### src/rtl/galena_state_ref_player.sv
// Reference-state buffer: per-channel loads, interleaved playback over valid/ready, optional scoring (GALENA_STATE_CMP_EN).
// Latency: state_valid_o rises max(delay,1)+1 cycles after start or after each handshake; done_o one cycle after the last handshake.
// Backpressure: a presented state holds until state_ready_i; loads stall via load_ready_o outside IDLE or when the channel is full.
module galena_state_ref_player #(
    parameter int NUM_SPIN = 256,
    parameter int DEPTH    = 4,
    parameter int NUM_CH   = 2,
    parameter int DELAY_W  = 4,
    parameter int CNT_W    = 16,
    localparam int CH_W    = (NUM_CH > 1) ? $clog2(NUM_CH) : 1,
    localparam int IDX_W   = (DEPTH > 1) ? $clog2(DEPTH) : 1
) (
    input  logic                clk_i,
    input  logic                rst_i,
    input  logic                clear_i,
    input  logic                load_valid_i,
    output logic                load_ready_o,
    input  logic [CH_W-1:0]     load_ch_i,
    input  logic [NUM_SPIN-1:0] load_data_i,
    input  logic                start_i,
    input  logic [DELAY_W-1:0]  delay_i,
    output logic                busy_o,
    output logic                full_o,
    output logic                state_valid_o,
    input  logic                state_ready_i,
    output logic [NUM_SPIN-1:0] state_o,
    output logic [IDX_W-1:0]    state_idx_o,
    output logic                done_o,
    input  logic [NUM_SPIN-1:0] cmp_state_i,
    output logic                mismatch_o,
    output logic [CNT_W-1:0]    mismatch_cnt_o
);

    localparam int PER   = DEPTH / NUM_CH;
    localparam int PTR_W = $clog2(PER + 1);

    typedef enum logic [1:0] {IDLE, WAIT, PRESENT, DONE} fsm_t;

    fsm_t                state_q, state_nxt;
    logic [NUM_SPIN-1:0] mem [DEPTH];
    logic [PTR_W-1:0]    ptr [NUM_CH];
    logic [NUM_CH-1:0]   ch_full;
    logic                sel_full;
    logic                full_all;
    logic [IDX_W-1:0]    wr_addr;
    logic                load_fire;
    logic [DELAY_W-1:0]  cnt_q, d_q, d_sel;
    logic [IDX_W-1:0]    idx_q, state_idx_q;
    logic [NUM_SPIN-1:0] state_dat_q;
    logic                start_go, hs, last_idx;

    // Channel-full flags and the selected channel's write address; an
    // out-of-range channel leaves sel_full high so it can never be accepted.
    always_comb begin
        sel_full = 1'b1;
        wr_addr  = '0;
        full_all = 1'b1;
        for (int c = 0; c < NUM_CH; c++) begin
            ch_full[c] = (ptr[c] == PTR_W'(PER));
            full_all   = full_all & ch_full[c];
            if (load_ch_i == CH_W'(c)) begin
                sel_full = ch_full[c];
                wr_addr  = IDX_W'(NUM_CH * int'(ptr[c]) + c);
            end
        end
    end

    assign load_ready_o = ~rst_i & (state_q == IDLE) & ~clear_i & ~sel_full;
    assign load_fire    = load_valid_i & load_ready_o;
    assign full_o       = full_all;

    always_ff @(posedge clk_i) begin
        if (rst_i) begin
            for (int c = 0; c < NUM_CH; c++) ptr[c] <= '0;
        end else if (state_q == IDLE && clear_i) begin
            for (int c = 0; c < NUM_CH; c++) ptr[c] <= '0;
        end else if (load_fire) begin
            for (int c = 0; c < NUM_CH; c++)
                if (load_ch_i == CH_W'(c)) ptr[c] <= ptr[c] + 1'b1;
        end
    end

    always_ff @(posedge clk_i) begin
        if (load_fire) mem[wr_addr] <= load_data_i;
    end

    assign d_sel    = (delay_i == '0) ? DELAY_W'(1) : delay_i;
    assign last_idx = (idx_q == IDX_W'(DEPTH - 1));

    always_comb begin
        state_nxt = state_q;
        start_go  = 1'b0;
        hs        = 1'b0;
        case (state_q)
            IDLE: begin
                if (start_i && full_all) begin
                    state_nxt = WAIT;
                    start_go  = 1'b1;
                end
            end
            WAIT: begin
                if (cnt_q == DELAY_W'(1)) state_nxt = PRESENT;
            end
            PRESENT: begin
                if (state_ready_i) begin
                    hs        = 1'b1;
                    state_nxt = last_idx ? DONE : WAIT;
                end
            end
            DONE:    state_nxt = IDLE;
            default: state_nxt = IDLE;
        endcase
    end

    always_ff @(posedge clk_i) begin
        if (rst_i) begin
            state_q     <= IDLE;
            cnt_q       <= '0;
            d_q         <= '0;
            idx_q       <= '0;
            state_dat_q <= '0;
            state_idx_q <= '0;
        end else begin
            state_q <= state_nxt;
            if (start_go) begin
                d_q   <= d_sel;
                cnt_q <= d_sel;
                idx_q <= '0;
            end else if (state_q == WAIT) begin
                cnt_q <= cnt_q - 1'b1;
                if (cnt_q == DELAY_W'(1)) begin
                    state_dat_q <= mem[idx_q];
                    state_idx_q <= idx_q;
                end
            end else if (hs && !last_idx) begin
                idx_q <= idx_q + 1'b1;
                cnt_q <= d_q;
            end
        end
    end

    assign state_valid_o = (state_q == PRESENT);
    assign busy_o        = (state_q != IDLE);
    assign done_o        = (state_q == DONE);
    assign state_o       = state_dat_q;
    assign state_idx_o   = state_idx_q;

`ifdef GALENA_STATE_CMP_EN
    logic             mism_q;
    logic [CNT_W-1:0] mcnt_q;
    logic             differs;

    assign differs = (cmp_state_i != state_dat_q);

    always_ff @(posedge clk_i) begin
        if (rst_i) begin
            mism_q <= 1'b0;
            mcnt_q <= '0;
        end else begin
            mism_q <= hs & differs;
            if (start_go)
                mcnt_q <= '0;
            else if (hs && differs && mcnt_q != {CNT_W{1'b1}})
                mcnt_q <= mcnt_q + 1'b1;
        end
    end

    assign mismatch_o     = mism_q;
    assign mismatch_cnt_o = mcnt_q;
`else
    logic unused_cmp;
    assign unused_cmp     = ^cmp_state_i;
    assign mismatch_o     = 1'b0;
    assign mismatch_cnt_o = '0;
`endif

endmodule

### config.mk
export PLATFORM = sky130hd
export DESIGN_NAME = galena_state_ref_player
export DESIGN_NICKNAME = d
export VERILOG_FILES = /design/src/rtl/galena_state_ref_player.sv
export SDC_FILE = /design/constraint.sdc
export NUM_CORES = 1
export LEC_CHECK = 0
export ABC_AREA = 1
export BUFFER_PORTS_ARGS = -buffer_cell sky130_fd_sc_hd__buf_4
export CAP_MARGIN = 5
export CORE_MARGIN = 5
export CORE_UTILIZATION = 40
export CTS_CLUSTER_SIZE = 20
export DETAILED_ROUTE_END_ITERATION = 10
export PLACE_DENSITY_LB_ADDON = 0.12
export SLEW_MARGIN = 10
export SYNTH_ARGS = -nofsm -noshare
export SYNTH_HDL_FRONTEND = slang
export SYNTH_SLANG_ARGS = --single-unit
### constraint.sdc
create_clock -name clk_i -period 21.5 [get_ports clk_i]
set_input_delay 3.225 -clock clk_i [delete_from_list [all_inputs] [get_ports clk_i]]
set_output_delay 3.225 -clock clk_i [all_outputs]
set_load 0.05 [all_outputs]
==> impl_metrics.py <==
metrics = {
    "run_status": {
        "outcome": "finished clean",
    },
    "synth": {
        "synth_seq_cells": 1298,
        "syn_area_um2": 47700,
        "synth.yosys.warnings": 0,
        "ys_seq_area_share_pct": 76.0,
        "syn_avg_cell_area_um2": 12.7,
        "synth.distinct_cells": 26,
        "netlist_instances": 3749,
    },
    "min_path": {
        "hold_class": "flop to flop",
    },
    "pwr": {
        "peakVddDrop_mv": 0.0684,
        "cellPowerDensity_nw_per_um2": 94.8,
        "p_leak_nw": 20.4,
    },
    "clock_tree": {
        "htree_levels": 4,
        "max-clock-path-buffers": 3,
        "cts_made_buffers": 139,
        "root_buffer": "clkbuf_16",
        "path_clk_slew_ps": 50,
        "clk_latency_ps": 740,
        "cts_resized": 0,
        "hold_buffers": 0,
        "cts_tree": "yes",
        "post_cts_buffers": 0,
        "cts.sinks": 1298,
    },
    "floorplanning": {
        "die-area_um2": 126000,
        "die_y_um": 355,
        "initial_core_util_pct": 40.4,
        "num_io_pins": 803,
        "num_rows": 126,
        "fp.coreArea_um2": 118000,
        "fp.dieW_um": 355,
    },
    "detailed_routing": {
        "ant_nets": 0,
        "met1_length_um": 55600,
        "wl_met3_um": 11200,
        "dr_wl_met2_um": 58800,
        "dr_total_vias": 30100,
        "top_layer_used": "met5",
        "wirelength_um": 129000,
        "drc": 0,
        "drtIter0Drc": 1883,
        "routedWlPerCell_um": 21.9,
        "firstDrtPassIters": 5,
        "via_per_inst": 5.13,
    },
    "finish": {
        "area_growth_syn_to_layout_pct": 19.8,
        "final_nets": 4732,
        "drive_gt1_share_pct": 18.1,
        "design_area_um2": 57200,
        "final_cell_count_no_fill": 5873,
    },
    "place": {
        "io_buffers": 529,
        "dp_slack_ps": 13240,
        "gp_congestion": 0.733,
        "placed_area_um2": 52600,
        "dp_hpwl_um": 70700,
        "post-place-cells": 5599,
    },
    "sta": {
        "slew-limit-headroom_pct": 28.1,
        "setup_viol": 0,
        "clock.fmax_mhz": 130,
        "grt_setup_unrepaired": "false",
        "min_period_over_period_pct": 35.9,
        "hold_viol_final": 0,
        "fin_worst_skew_ps": 28.6,
        "maxSlewViolCount": 0,
        "setup_slack_ps": 13780,
        "worst_pin_slew_ps": 1080,
        "timing.final.crit_period_ps": 7720,
    },
    "grt": {
        "globalRouteTotalUtil_pct": 19.9,
        "grt_first_pass_wirelength_um": 190000,
        "grt_pass1_vias": 29300,
        "grt.overflow.total": 0,
        "grt_max_degree": 263,
        "antenna_found_initial": 49,
    },
    "critical_path": {
        "crit_path_end_kind": "output pin",
        "worstPathRequired_ps": 18270,
        "worstSetupStartpointType": "input port",
        "crit_fanout": 64,
        "path_class": "input port to output pin",
        "rrSetupSlack_ps": 16530,
        "critPathArrivalTime_ps": 4490,
    },
    "run": {
        "max_cap_violations": 0,
    },
}
-- state kept, by name, summed over array words and instances, names as in the netlist --
name	count
state_o	256
mem	1024
state_q	2
idx_q	2
d_q	4
state_idx_o	2
cnt_q	4
ptr	4
-- cell usage in the layout (no fill, tap or decap), drive strengths merged --
cell type | netlist | layout
a211oi | 2 | 2
a21oi | 8 | 8
buf | 148 | 569
bufinv | 0 | 7
clkbuf | 123 | 207
clkinv | 0 | 36
conb | 1 | 17
dfxtp | 270 | 270
diode | 0 | 17
edfxtp | 1028 | 1028
ha | 5 | 5
inv | 23 | 30
nand2 | 40 | 40
nand3 | 10 | 10
nand4 | 1 | 1
nor2 | 1051 | 1051
nor3 | 5 | 5
o21ai | 777 | 777
o22ai | 257 | 257
-- layout make-up --
cell class	instances	area (um2)
Multi-Input combinational cell	2173	9910
Inverter	23	123
Antenna cell	17	42.5
Timing Repair Buffer	569	4320
Sequential cell	1298	36300
Clock inverter	50	527
Fill cell	10600	61100
Tap cell	1536	1920
Clock buffer	207	4030
-- report_power, final --
part	internal (mW)	switching [mW]
combinational	0.0840	0.192
clock	1.39	0.965
sequential	2.76	0.0200
total	4.24	1.18
-- through the flow --
| step | total power, mW | hold WS, ps | utilization [%] | TNS (ps) |
|---|---|---|---|---|
| 2_1_floorplan | 3.01 | 439 | - | -1515550 |
| 3_3_place_gp | 3.12 | 454 | 44.4 | 0 |
| 3_5_place_dp | 3.12 | 456 | 44.4 | 0 |
| 4_1_cts | 5.48 | 465 | 48.3 | 0 |
| 5_1_grt | 5.62 | 505 | 48.3 | 0 |
| 6_report | 5.42 | 464 | 48.3 | 0 |
-- cells by family after synthesis --
family | synth area share (%)
AOI/OAI and AO/OA | 11.6
adders and majority gates | 0.131
buffers and inverters | 3.40
DFF | 76.0
other | 0.00786
and+or+nand+nor | 8.82
-- layer usage --
| metal | global-route usage [%] | vias to the layer above |
|---|---|---|
| met3 | 7.59 | 207 |
| met4 | 5.45 | 62 |
| met5 | 0 | - |
| li1 | - | 14400 |
| met1 | 26.2 | 14700 |
| met2 | 30.9 | 760 |
-- critical path, cell delays in order --
cell,delay (ps)
buf_4,160
inv_6,430
nand2_1,130
nor3_2,280
buf_4,250
-- synthesized netlist by cell type (all sizes together) --
cell | number | area [um2]
o22ai | 257 | 1610
a21oi | 8 | 40.0
o21ai | 777 | 3890
inv | 23 | 91.3
a211oi | 2 | 15.0
edfxtp | 1028 | 30900
nand4 | 1 | 6.26
dfxtp | 270 | 5410
nand2 | 40 | 158
nor2 | 1051 | 3960
buf | 148 | 1060
clkbuf | 123 | 468
nor3 | 5 | 30.0
nand3 | 10 | 50.1
ha | 5 | 62.6
conb | 1 | 3.75
-- path summary, 6_finish.rpt --
kind / depth (start not counted) / start / to
worst min-delay path: 2 / d_q[1] / d_q[1]
worst max-delay path: 5 / rst_i / load_ready_o
worst min register to register: 2 / d_q[1] / d_q[1]
worst max register to register: 10 / ptr[0][0] / mem[1][89]
(Power assumes the default switching activity.)
